--- config.mk ---
export PLATFORM = sky130hd
export DESIGN_NAME = csd2bin_seq_flat
export DESIGN_NICKNAME = d
export VERILOG_FILES = /design/src/rtl/csd2bin_seq_pkg.sv /design/src/rtl/csd2bin_seq_if.sv /design/src/rtl/csd2bin_seq_dec.sv /design/src/rtl/csd2bin_seq.sv /design/src/flat_wrapper.sv
export SDC_FILE = /design/constraint.sdc
export NUM_CORES = 1
export LEC_CHECK = 0
export ABC_AREA = 1
export CAP_MARGIN = 10
export CORE_MARGIN = 2
export CORE_UTILIZATION = 40
export DETAILED_ROUTE_END_ITERATION = 7
export PLACE_DENSITY = 0.69
export SYNTH_ARGS = -nofsm -noshare
export SYNTH_HDL_FRONTEND = slang
export SYNTH_HIERARCHICAL = 1
export SYNTH_SLANG_ARGS = --single-unit
--- constraint.sdc ---
create_clock -name clk -period 2 [get_ports clk]
set_input_delay 0.2 -clock clk [delete_from_list [all_inputs] [get_ports clk]]
set_output_delay 0.2 -clock clk [all_outputs]
set_load 0.05 [all_outputs]
--- src/rtl/csd2bin_seq_pkg.sv ---
// csd2bin_seq shared definitions: CSD digit codes and FSM states.
// Imported by the converter, its digit decoder and the bench.
package csd2bin_seq_pkg;

  localparam logic [1:0] CSD_ZERO = 2'b00;
  localparam logic [1:0] CSD_POS  = 2'b01;
  localparam logic [1:0] CSD_NEG  = 2'b11;
  localparam logic [1:0] CSD_ILL  = 2'b10;

  typedef enum logic [1:0] {
    IDLE = 2'd0,
    CONV = 2'd1,
    DONE = 2'd2
  } state_t;

endpackage

--- src/rtl/csd2bin_seq_if.sv ---
// csd2bin_seq handshake bundle: CSD word in, binary result out.
// master drives words and takes results; slave is the converter.
interface csd2bin_seq_if #(
  parameter int W = 8
);
  logic           in_valid;
  logic           in_ready;
  logic [2*W-1:0] x;
  logic           out_valid;
  logic           out_ready;
  logic [W-1:0]   y;
  logic           err;

  modport master (
    output in_valid, x, out_ready,
    input  in_ready, out_valid, y, err
  );

  modport slave (
    input  in_valid, x, out_ready,
    output in_ready, out_valid, y, err
  );
endinterface

--- src/rtl/csd2bin_seq_dec.sv ---
// csd_digit_dec: combinational CSD digit decoder.
// One-hot add/sub/illegal flags for serial CSD blocks.
module csd_digit_dec
  import csd2bin_seq_pkg::*;
(
  input  logic [1:0] code,
  output logic       add_one,
  output logic       sub_one,
  output logic       illegal
);

  assign add_one = (code == CSD_POS);
  assign sub_one = (code == CSD_NEG);
  assign illegal = (code == CSD_ILL);

endmodule

--- src/rtl/csd2bin_seq.sv ---
// csd2bin_seq: serial MSD-first Horner CSD-to-binary converter.
// Define CSD2BIN_SEQ_CHECK_EN to build the malformed-CSD err check.
module csd2bin_seq
  import csd2bin_seq_pkg::*;
#(
  parameter int W     = 8,
  parameter int LOG2W = 3
) (
  input  logic         clk,
  input  logic         srst,
  input  logic         enable,
  csd2bin_seq_if.slave bus,
  output logic         busy
);

  state_t           state;
  state_t           state_nxt;
  logic [2*W-1:0]   sr;
  logic [W-1:0]     acc;
  logic [W-1:0]     acc_nxt;
  logic [W-1:0]     delta;
  logic [LOG2W-1:0] cnt;
  logic [1:0]       digit;
  logic             add;
  logic             sub;
  logic             ill;
  logic             accept;
  logic             take;

  // Most significant remaining digit sits at the top of the shift reg.
  assign digit = sr[2*W-1 -: 2];

  csd_digit_dec u_dec (
    .code    (digit),
    .add_one (add),
    .sub_one (sub),
    .illegal (ill)
  );

  assign accept = bus.in_valid & bus.in_ready;
  assign take   = bus.out_valid & bus.out_ready;

  always_comb begin
    delta = '0;
    unique case (1'b1)
      ill:     delta = '0;
      add:     delta = W'(1);
      sub:     delta = '1;
      default: delta = '0;
    endcase
  end

  assign acc_nxt = (acc << 1) + delta;

  always_ff @(posedge clk) begin
    if (srst) begin
      state <= IDLE;
    end else begin
      state <= state_nxt;
    end
  end

  always_comb begin
    state_nxt = state;
    if (enable) begin
      unique case (state)
        IDLE: if (accept) state_nxt = CONV;
        CONV: if (cnt == '0) state_nxt = DONE;
        DONE: begin
          if (accept)    state_nxt = CONV;
          else if (take) state_nxt = IDLE;
        end
        default: state_nxt = IDLE;
      endcase
    end
  end

  always_comb begin
    bus.in_ready  = enable &
                    ((state == IDLE) |
                     ((state == DONE) & bus.out_ready));
    bus.out_valid = enable & (state == DONE);
    busy          = (state == CONV);
  end

  assign bus.y = acc;

  always_ff @(posedge clk) begin
    if (srst) begin
      sr  <= '0;
      acc <= '0;
      cnt <= '0;
    end else if (enable) begin
      if (accept) begin
        sr  <= bus.x;
        acc <= '0;
        cnt <= LOG2W'(W - 1);
      end else if (state == CONV) begin
        sr  <= sr << 2;
        acc <= acc_nxt;
        cnt <= cnt - 1'b1;
      end
    end
  end

`ifdef CSD2BIN_SEQ_CHECK_EN
  logic err_r;
  logic prev_nz;
  logic nz;

  assign nz = add | sub;

  // prev_nz holds the more significant neighbour of the current digit.
  always_ff @(posedge clk) begin
    if (srst) begin
      err_r   <= 1'b0;
      prev_nz <= 1'b0;
    end else if (enable) begin
      if (accept) begin
        err_r   <= 1'b0;
        prev_nz <= 1'b0;
      end else if (state == CONV) begin
        err_r   <= err_r | ill | (nz & prev_nz);
        prev_nz <= nz;
      end
    end
  end

  assign bus.err = err_r & (state == DONE);
`else
  assign bus.err = 1'b0;
`endif

endmodule
--- src/flat_wrapper.sv ---
// flat-port wrapper written by rule: the top's interface ports become plain ports
module csd2bin_seq_flat import csd2bin_seq_pkg::*;
#(
  parameter int W     = 8,
  parameter int LOG2W = 3
)
  (clk, srst, enable, busy, bus_in_valid, bus_x, bus_out_ready, bus_in_ready, bus_out_valid, bus_y, bus_err);
  csd2bin_seq_if #(.W(W)) bus_i ();
  input  logic clk;
  input  logic srst;
  input  logic enable;
  output logic busy;
  input wire logic [$bits(bus_i.in_valid)-1:0] bus_in_valid;
  input wire logic [$bits(bus_i.x)-1:0] bus_x;
  input wire logic [$bits(bus_i.out_ready)-1:0] bus_out_ready;
  output wire logic [$bits(bus_i.in_ready)-1:0] bus_in_ready;
  output wire logic [$bits(bus_i.out_valid)-1:0] bus_out_valid;
  output wire logic [$bits(bus_i.y)-1:0] bus_y;
  output wire logic [$bits(bus_i.err)-1:0] bus_err;
  assign bus_i.in_valid = bus_in_valid;
  assign bus_i.x = bus_x;
  assign bus_i.out_ready = bus_out_ready;
  assign bus_in_ready = bus_i.in_ready;
  assign bus_out_valid = bus_i.out_valid;
  assign bus_y = bus_i.y;
  assign bus_err = bus_i.err;
  csd2bin_seq #(.W(W), .LOG2W(LOG2W)) u_core (.clk(clk), .srst(srst), .enable(enable), .bus(bus_i), .busy(busy));
endmodule
# Yosys cells after proc, flatten, opt, wreduce, memory -nomap -nowiden
# Cells that the tools add are included.
[op_classes]
addsub = 2
n_bitwise = 6
muxes = 12
n_eq_ne = 7
reduce_logical = 5
[op_table]
columns = ["op", "n"]
rows = [
  ["16-bit 2-to-1 mux", 2],
  ["8-bit 2-to-1 mux", 2],
  ["8-bit case mux with 2 select lines", 1],
  ["8-bit adder", 1],
  ["2-bit 2-to-1 mux", 4],
  ["3-bit 2-to-1 mux", 2],
  ["2-bit case mux with 3 select lines", 1],
  ["1-bit bitwise AND", 5],
  ["2-bit by 1-bit equality test with 1-bit output (second input constant)", 2],
  ["2-bit equality test (second input constant)", 2],
  ["2-bit by 1-bit inequality test with 1-bit output (second input constant)", 2],
  ["4-bit AND reduction", 1],
  ["3-bit logical NOT", 1],
  ["3-bit by 1-bit inequality test with 1-bit output (second input constant)", 1],
  ["3-bit by 1-bit subtractor with 3-bit output (second input constant)", 1],
  ["2-bit logical NOT", 1],
  ["2-bit AND reduction", 1],
  ["2-bit nonzero test", 1],
  ["1-bit OR", 1],
]
[totals]
elab_cells = 36
ff_bits = 29
output_inout_bits = 12

# Depth between registers and ports, before layout
# Gate-level depths: netlist (run 1).
[logic_depth]
depth_word = 7
ltp_mapped = 12
ltp_nobuf = 12

# Hierarchy
# The synthesis (run 1) kept the hierarchy.
[by_module_without_submodules]
columns = ["mod", "area_each_um2", "cells_each", "n_inst"]
rows = [
  ["csd2bin_seq", 1545.2, 216, 1],
  ["csd_digit_dec", 22.5, 6, 1],
]

# Worst setup path before layout (run 1)
# Ideal clock, no wire load.
[synth_timing]
kind = "reg2reg"
startpoint = "register u_core.acc[0], in the netlist u_core/bus.y[0]"
endpoint = "register u_core.acc[5], in the netlist u_core/bus.y[5]"
setup_slack_ns = 0.130
setup_ns = 0.070
t_required_ns = 1.930
arrival_ns = 1.799
stages_incl_launch_ff = 10
path_cell_list = "dfxtp_1 -> ha_1 -> inv_1 -> fa_1 -> inv_1 -> nand2_1 -> nand2_1 -> a21oi_1 -> nand3b_1 -> a21oi_1"
[synth_via]
elab_chain_cells = 3
[synth_rtl]
columns = ["element", "line_no", "rtl"]
rows = [
  ["from (decl)", "csd2bin_seq.sv:19", "logic [W-1:0] acc;"],
  ["from (signal assigned)", "csd2bin_seq.sv:100", "acc <= acc_nxt;"],
  ["8-bit adder", "csd2bin_seq.sv:53", "assign acc_nxt = (acc << 1) + delta;"],
  ["8-bit 2-to-1 mux", "csd2bin_seq.sv:98", "end else if (state == CONV) begin"],
  ["8-bit 2-to-1 mux", "csd2bin_seq.sv:94", "if (accept) begin"],
]
# No other way between the ends. The select of a mux whose other input is x is not followed.
# A chain may end at the register's enable or synchronous reset.

# Final worst setup path (run 1)
[layout_timing]
startpoint = "register u_core.sr[14]"
endpoint = "register u_core.acc[7], in the netlist u_core/bus.y[7]"
[layout_via]
elab_chain_cells = 5
[layout_rtl]
columns = ["element", "line_no", "rtl"]
rows = [
  ["from (decl)", "csd2bin_seq.sv:18", "logic [2*W-1:0] sr;"],
  ["from (signal assigned)", "csd2bin_seq.sv:95", "sr <= bus.x;"],
  ["from (signal assigned)", "csd2bin_seq.sv:99", "sr <= sr << 2;"],
  ["2-bit equality test", "csd2bin_seq_dec.sv:13", "assign sub_one = (code == CSD_NEG);"],
  ["named net u_core.sub", "csd2bin_seq.sv:25", "logic sub;"],
  ["8-bit case mux with 2 select lines", "csd2bin_seq.sv:45", "unique case (1'b1)"],
  ["8-bit adder", "csd2bin_seq.sv:53", ""],
  ["8-bit 2-to-1 mux", "csd2bin_seq.sv:98", ""],
  ["8-bit 2-to-1 mux", "csd2bin_seq.sv:94", ""],
]
# The timed path passes the listed nets, and every way through them passes these cells. The select of a mux whose other input is x is not followed.

==> qor.yml, run 1 <==
pwr:
  irDropWorstVdd_v: 0.000352
  totalPowerFinal_w: 0.00138
  combinationalPowerShare_pct: 18.7
  p_clk_share_pct: 34.5
  power_density_nw_per_um2: 684
  power_switching_w: 0.000407
  internal_power_w: 0.000973
  seqPwrFrac_pct: 46.8
  swShare_pct: 29.5
  leakagePower_nw: 0.888
status:
  outcome: "finished clean"
die:
  die_h_um: 66.5
  ioPinCount: 33
  start_util_pct: 42.0
  dieArea_um2: 4420
  core.rowCount: 22
  core_area_um2: 3720
  die_w_um: 66.5
hold_path:
  min_path_cells: 2
  min_to: "u_core/sr[0]$_SDFFE_PP0P_"
  min_from: "u_core/sr[0]$_SDFFE_PP0P_"
  hp-class: "flip-flop to flip-flop"
route:
  wl_per_cell_um: 10.7
  ant_nets: 0
  drt-total-wl_um: 3250
  viasPerCell: 4.89
  vias: 1487
  dr.pass1.iters: 4
  drt_iter0_markers: 60
  drc: 0
timing:
  grt_setup_unrepaired: "no"
  hold_viol: 0
  worst_pin_slew_ns: 0.510
  finalSetupViolations: 0
  period_share_pct: 90.8
  maxSlewHeadroom_pct: 66.0
  fin_crit_ns: 1.82
  slew_viol_final: 0
  clock_skew_ns: 0.00738
  setup_tns_ns: 0
  fmax_ghz: 0.551
critical_path:
  critical_path.endpoint_type: "flip-flop"
  required_ns: 2.22
  path_buf_inv: 3
  r2r_end: "u_core/bus.y[7]$_SDFFE_PP0P_"
  cp_max_fo: 4
  worstSetupPathType: "flip-flop to flip-flop"
  worstReg2RegStart: "u_core/sr[14]$_SDFFE_PP0P_"
  cp_slowest_cell: "fa_1"
  critPathLaunchType: "flip-flop"
  cp_cell_sequence: "nand2_1 > inv_1 > ha_1 > inv_1 > fa_1 > inv_1 > nand2_1 > nand2_1 > nand3_1 > nand3_1 > nand3_1 > a21oi_1"
  cpPeakStageDelay_ns: 0.38
  rr_worst_depth: 12
  cp.depth: 12
  critPathTopFamily: "adder cells"
  r2r_slack_ns: 0.18
  crit_arrival_ns: 2.03
final_layout:
  final_util_pct: 54.3
  diodes: 0
  drive_gt1_share_pct: 9.38
  num-nets-final: 285
  multiInputGateArea_um2: 811
  n_fill_cell: 370
  area_growth_pct: 29.4
  seqCellArea_um2: 582
yosys:
  syn_area_per_cell_um2: 7.09
  synth_warnings: 6
  synth_cells: 220
  synth_fp_nets: 250
  synth_area_um2: 1560
clocking:
  clk_latency_ns: 0.29
  clk_pin_slew_ns: 0.07
  cts_tree: "done"
  cts_max_level: 2
  clk_path_buf_depth: 2
  numClockSinks: 29
  cts-root-buf: "clkbuf_8"
  numCtsBuffers: 5
global_routing:
  grt_max_degree: 22
  gr-usage-all-layers_pct: 16.2
  grt_pass1_wl_um: 5420
  antenna_found_initial: 0
  first_global_vias: 1239
  globalRouteOverflowTotal: 0
job:
  timing.max_cap.violations: 0
placement:
  place_hpwl_um: 2300
  gp_congestion: 0.815
  io_buffer_count: 31
## metal layers
layer  up-vias  share of wire (%)  track usage (%)  wire length, um
li1        786                  -                -                -
met4         0                1.9             6.89               63
met2        43                 43             23.0             1400
met5         -                  0                0                0
met3         9                6.3             5.41              206
met1       649                 49             22.1             1580
## worst register-to-register path: stages (launching register included)
cell and delay [ns]:
dfxtp_1 0.35, nand2_1 0.06, inv_1 0.10, ha_1 0.18
inv_1 0.06, fa_1 0.38, inv_1 0.10, nand2_1 0.07
nand2_1 0.11, nand3_1 0.08, nand3_1 0.07, nand3_1 0.08
a21oi_1 0.13
## worst max-delay path by stage
stage / start / to / slack [ns]
finish: u_core/sr[14]$_SDFFE_PP0P_ / u_core/bus.y[7]$_SDFFE_PP0P_ / 0.18
global route: u_core/sr[14]$_SDFFE_PP0P_ / u_core/bus.y[5]$_SDFFE_PP0P_ / 0.001
CTS: u_core/state[0]$_SDFFE_PP0P_ / busy / 0.07
detailed placement: u_core/sr[15]$_SDFFE_PP0P_ / u_core/bus.y[5]$_SDFFE_PP0P_ / 0.22
global placement: u_core/sr[15]$_SDFFE_PP0P_ / u_core/bus.y[7]$_SDFFE_PP0P_ / 0.22
floorplan: u_core/bus.y[0]$_SDFFE_PP0P_ / u_core/bus.y[5]$_SDFFE_PP0P_ / 0.13
## layout by cell type, fill, tap and decap left out
cell             count
nand3_1             11
nand2_1             70
nor2_4               1
a21oi_1             15
o21ai_1             13
nor2_1               6
nand3_4              1
clkinv_1             1
xnor2_1              1
dlymetal6s2s_1       1
clkinv_2             2
conb_1               1
a21o_1               1
clkbuf_8             5
buf_12               2
dfxtp_2              1
dfxtp_1             28
a31oi_1             14
o211ai_1             3
inv_2                4
ha_1                 8
nand2_4              1
nor3_1               1
clkinvlp_4           1
nand2_2              1
fa_1                 1
or2_1                1
buf_4                5
inv_1               24
nand3b_1             1
o21ai_0              3
clkdlybuf4s50_1     28
## final cells by class
cell class                 instances  share of cell area, %
multi-input combinational        154                   40.2
clock buffer                       5                   3.41
timing repair buffer              36                   18.4
sequential                        29                   28.8
clock inverter                     3                  0.868
inverter                          29                   5.39
tap                               48                   2.98
## power groups by stage
| stage | clock network [W] | registers (W) | logic [W] |
|---|---|---|---|
| global placement | 0 | 0.000657 | 0.000257 |
| global route | 0.000514 | 0.000651 | 0.000287 |
| floorplan | 0 | 0.000654 | 0.000172 |
| finish | 0.000477 | 0.000646 | 0.000258 |
| detailed placement | 0 | 0.000657 | 0.000258 |
| CTS | 0.000486 | 0.000645 | 0.000260 |
## registers in the layout, indices dropped and copies added (netlist names)
name and cells:
u_core/cnt 3, u_core/bus.y 8, u_core/sr 16, u_core/state 2
## repair_timing
item	in CTS	in global routing
setup endpoints to repair	0	3
hold buffers	0	0
gates resized for setup	0	2
setup buffers	0	0
## metrics by stage
step / cells / hold WS [ns] / setup WS (ns) / area [um^2]
2_1_floorplan: 220 / 0.269 / 0.130 / 1560
3_3_place_gp: 296 / 0.453 / 0.220 / 1930
3_5_place_dp: 296 / 0.457 / 0.219 / 1930
4_1_cts: 304 / 0.466 / 0.0710 / 2010
5_1_grt: 304 / 0.478 / 0.00141 / 2020
6_report: 304 / 0.463 / 0.184 / 2020
(Power assumes the default switching activity.)
==> inputs of run 2 (changes only) <==
CAP_MARGIN = unset   (was 10)
CORE_UTILIZATION = 50   (was 40)
PLACE_DENSITY = 0.83   (was 0.69)
clock period = 1.98 ns   (was 2 ns; I/O delays follow)
==> run 2 against run 1 <==
Against the previous run: routed wire length up 3.8%; hold slack lost 0.022 ns; clock skew is 0.0028 ns lower; via count grew 0.94%; count of clock-buffer cells in the layout up 2; cell count is 5.6% lower; critical path type unchanged; largest power group unchanged.
==> qor.yml, run 2 (same netlist as run 1, synthesis figures left out) <==
die:
  start_util_pct: 52.0  # was 42.0%
  dieArea_um2: 3580  # was 4420 um^2
  core_area_um2: 3000  # was 3720 um^2
  ioPinCount: 33  # unchanged
  die_h_um: 59.9  # was 66.5 um
  die_w_um: 59.9  # was 66.5 um
  core.rowCount: 20  # was 22
critical_path:
  r2r_end: "u_core/bus.y[7]$_SDFFE_PP0P_"  # unchanged
  r2r_slack_ns: 0.15  # was 0.18 ns
  crit_arrival_ns: 2.09  # was 2.03 ns
  critPathLaunchType: "flip-flop"  # unchanged
  rr_worst_depth: 12  # unchanged
  worstReg2RegStart: "u_core/sr[14]$_SDFFE_PP0P_"  # unchanged
  required_ns: 2.23  # was 2.22 ns
  critical_path.endpoint_type: "flip-flop"  # unchanged
  cp_max_fo: 4  # unchanged
  worstSetupPathType: "flip-flop to flip-flop"  # unchanged
global_routing:
  gr-usage-all-layers_pct: 21.4  # was 16.2%
  grt_pass1_wl_um: 5880  # was 5420 um
  first_global_vias: 1410  # was 1239
  antenna_found_initial: 0  # unchanged
  globalRouteOverflowTotal: 0  # unchanged
  grt_max_degree: 33  # was 22
placement:
  gp_congestion: 0.913  # was 0.815
  io_buffer_count: 31  # unchanged
  place_ws_ns: 0.177  # was 0.219 ns
  place_hpwl_um: 2370  # was 2300 um
final_layout:
  diodes: 0  # unchanged
  mostFrequentLayoutCell: "nand2_1"  # unchanged
  area_growth_pct: 27.3  # was 29.4%
  num-nets-final: 283  # was 285
  drive_gt1_share_pct: 9.06  # was 9.38%
  most-common-layout-cells: "nand2_1 (70), clkdlybuf4s50_1 (28), dfxtp_1 (28), inv_1 (23), a21oi_1 (15)"  # was nand2_1 (70), clkdlybuf4s50_1 (28), dfxtp_1 (28), inv_1 (24), a21oi_1 (15)
  n_fill_cell: 259  # was 370
  final_util_pct: 66.1  # was 54.3%
  largest_reg_flops: 16  # unchanged
  regMostFlops: "u_core/sr"  # unchanged
timing:
  setup_tns_ns: 0  # unchanged
  period_share_pct: 92.6  # was 90.8%
  fmax_ghz: 0.545  # was 0.551 GHz
  clock_skew_ns: 0.00457  # was 0.00738 ns
  fin_crit_ns: 1.83  # was 1.82 ns
  slew_viol_final: 0  # unchanged
  whs_ns: 0.440  # was 0.463 ns
  grt_setup_unrepaired: "no"  # unchanged
  finalSetupViolations: 0  # unchanged
  layout_setup_ws_ns: 0.147  # was 0.184 ns
  worst_pin_slew_ns: 0.501  # was 0.510 ns
  maxSlewHeadroom_pct: 66.5  # was 66.0%
  hold_viol: 0  # unchanged
clocking:
  clk_pin_slew_ns: 0.09  # was 0.07 ns
  clk_latency_ns: 0.31  # was 0.29 ns
  clk_path_buf_depth: 2  # unchanged
  numCtsBuffers: 5  # unchanged
  cts_max_level: 2  # unchanged
  numClockSinks: 29  # unchanged
  cts-root-buf: "clkbuf_4"  # was clkbuf_8
  cts_tree: "done"  # unchanged
hold_path:
  min_path_cells: 3  # was 2
  hp-class: "input pin to flip-flop"  # was flip-flop to flip-flop
  min_from: "bus_x[1]"  # was u_core/sr[0]$_SDFFE_PP0P_
  min_to: "u_core/sr[1]$_SDFFE_PP0P_"  # was u_core/sr[0]$_SDFFE_PP0P_
route:
  wl_per_cell_um: 11.7  # was 10.7 um
  drc: 0  # unchanged
  dr.pass1.iters: 4  # unchanged
  drt-total-wl_um: 3370  # was 3250 um
  ant_nets: 0  # unchanged
  viasPerCell: 5.23  # was 4.89
  vias: 1501  # was 1487
  drt_iter0_markers: 41  # was 60
status:
  outcome: "finished clean"  # unchanged
job:
  timing.max_cap.violations: 0  # unchanged
pwr:
  leakagePower_nw: 0.874  # was 0.888 nW
  irDropWorstVdd_v: 0.000396  # was 0.000352 V
  power_density_nw_per_um2: 709  # was 684 nW/um^2
  totalPowerFinal_w: 0.00141  # was 0.00138 W
run 2: cell count changes in the layout (fill, tap and decap cells not counted), sizes merged:
cell,before,now
buf,7,5
clkbuf,5,7
clkinv,3,1
bufinv,0,1
clkinvlp,1,0
run 2: per-stage QoR:
stage,instances,cell area (um^2)
after floorplan,220,1560
after global placement,279,1890
after detailed placement,279,1890
after CTS,287,1980
after global routing,287,1990
final,287,1990
run 2: repair_timing:
item                                    4_1_cts  5_1_grt
hold buffers                                  0        0
setup buffers                                 0        0
endpoints found under the setup margin        0        3
resized for setup                             0        4
run 2: final cells by class:
type	count	area [um^2]	share of cell area (%)
multi-input combinational	154	813	41.0
sequential	29	582	29.3
timing repair buffer	34	355	17.9
inverter	29	109	5.48
clock buffer	7	55.1	2.77
tap	33	41.3	2.08
clock inverter	1	30.0	1.51
run 2: worst max path at each step:
stage                                            start                           end  slack [ns]  cells after the start
after floorplan           u_core/bus.y[0]$_SDFFE_PP0P_  u_core/bus.y[5]$_SDFFE_PP0P_        0.11                      9
after CTS                 u_core/state[0]$_SDFFE_PP0P_                          busy        0.01                      3
after global placement      u_core/sr[14]$_SDFFE_PP0P_  u_core/bus.y[7]$_SDFFE_PP0P_        0.22                     12
after global routing        u_core/sr[14]$_SDFFE_PP0P_  u_core/bus.y[7]$_SDFFE_PP0P_       0.008                     12
final                       u_core/sr[14]$_SDFFE_PP0P_  u_core/bus.y[7]$_SDFFE_PP0P_        0.15                     12
after detailed placement    u_core/sr[15]$_SDFFE_PP0P_  u_core/bus.y[7]$_SDFFE_PP0P_        0.18                     12
run 2: power breakdown:
part | internal (W) | total (W) | leakage, nW | switching (W)
combinational | 0.000109 | 0.000255 | 0.591 | 0.000146
clock | 0.000301 | 0.000501 | 0.0455 | 0.000200
sequential | 0.000626 | 0.000652 | 0.238 | 0.0000255
run 2: worst max-delay path, stage by stage (launching register included):
cell and delay, ns:
dfxtp_1 0.35, nand2_1 0.07, inv_2 0.08, ha_2 0.17, inv_1 0.05, fa_1 0.39
inv_1 0.10, nand2_1 0.07, nand2_1 0.11, nand3_1 0.10, nand3_1 0.08, nand3_1 0.07
a21oi_1 0.12
run 2: per-layer routing:
layer	track usage [%]	part of all wire (%)	vias up
met5	0	0	-
met4	8.89	1.3	0
met3	4.33	4.2	5
met2	34.8	48	38
met1	27.6	47	679
li1	-	-	779
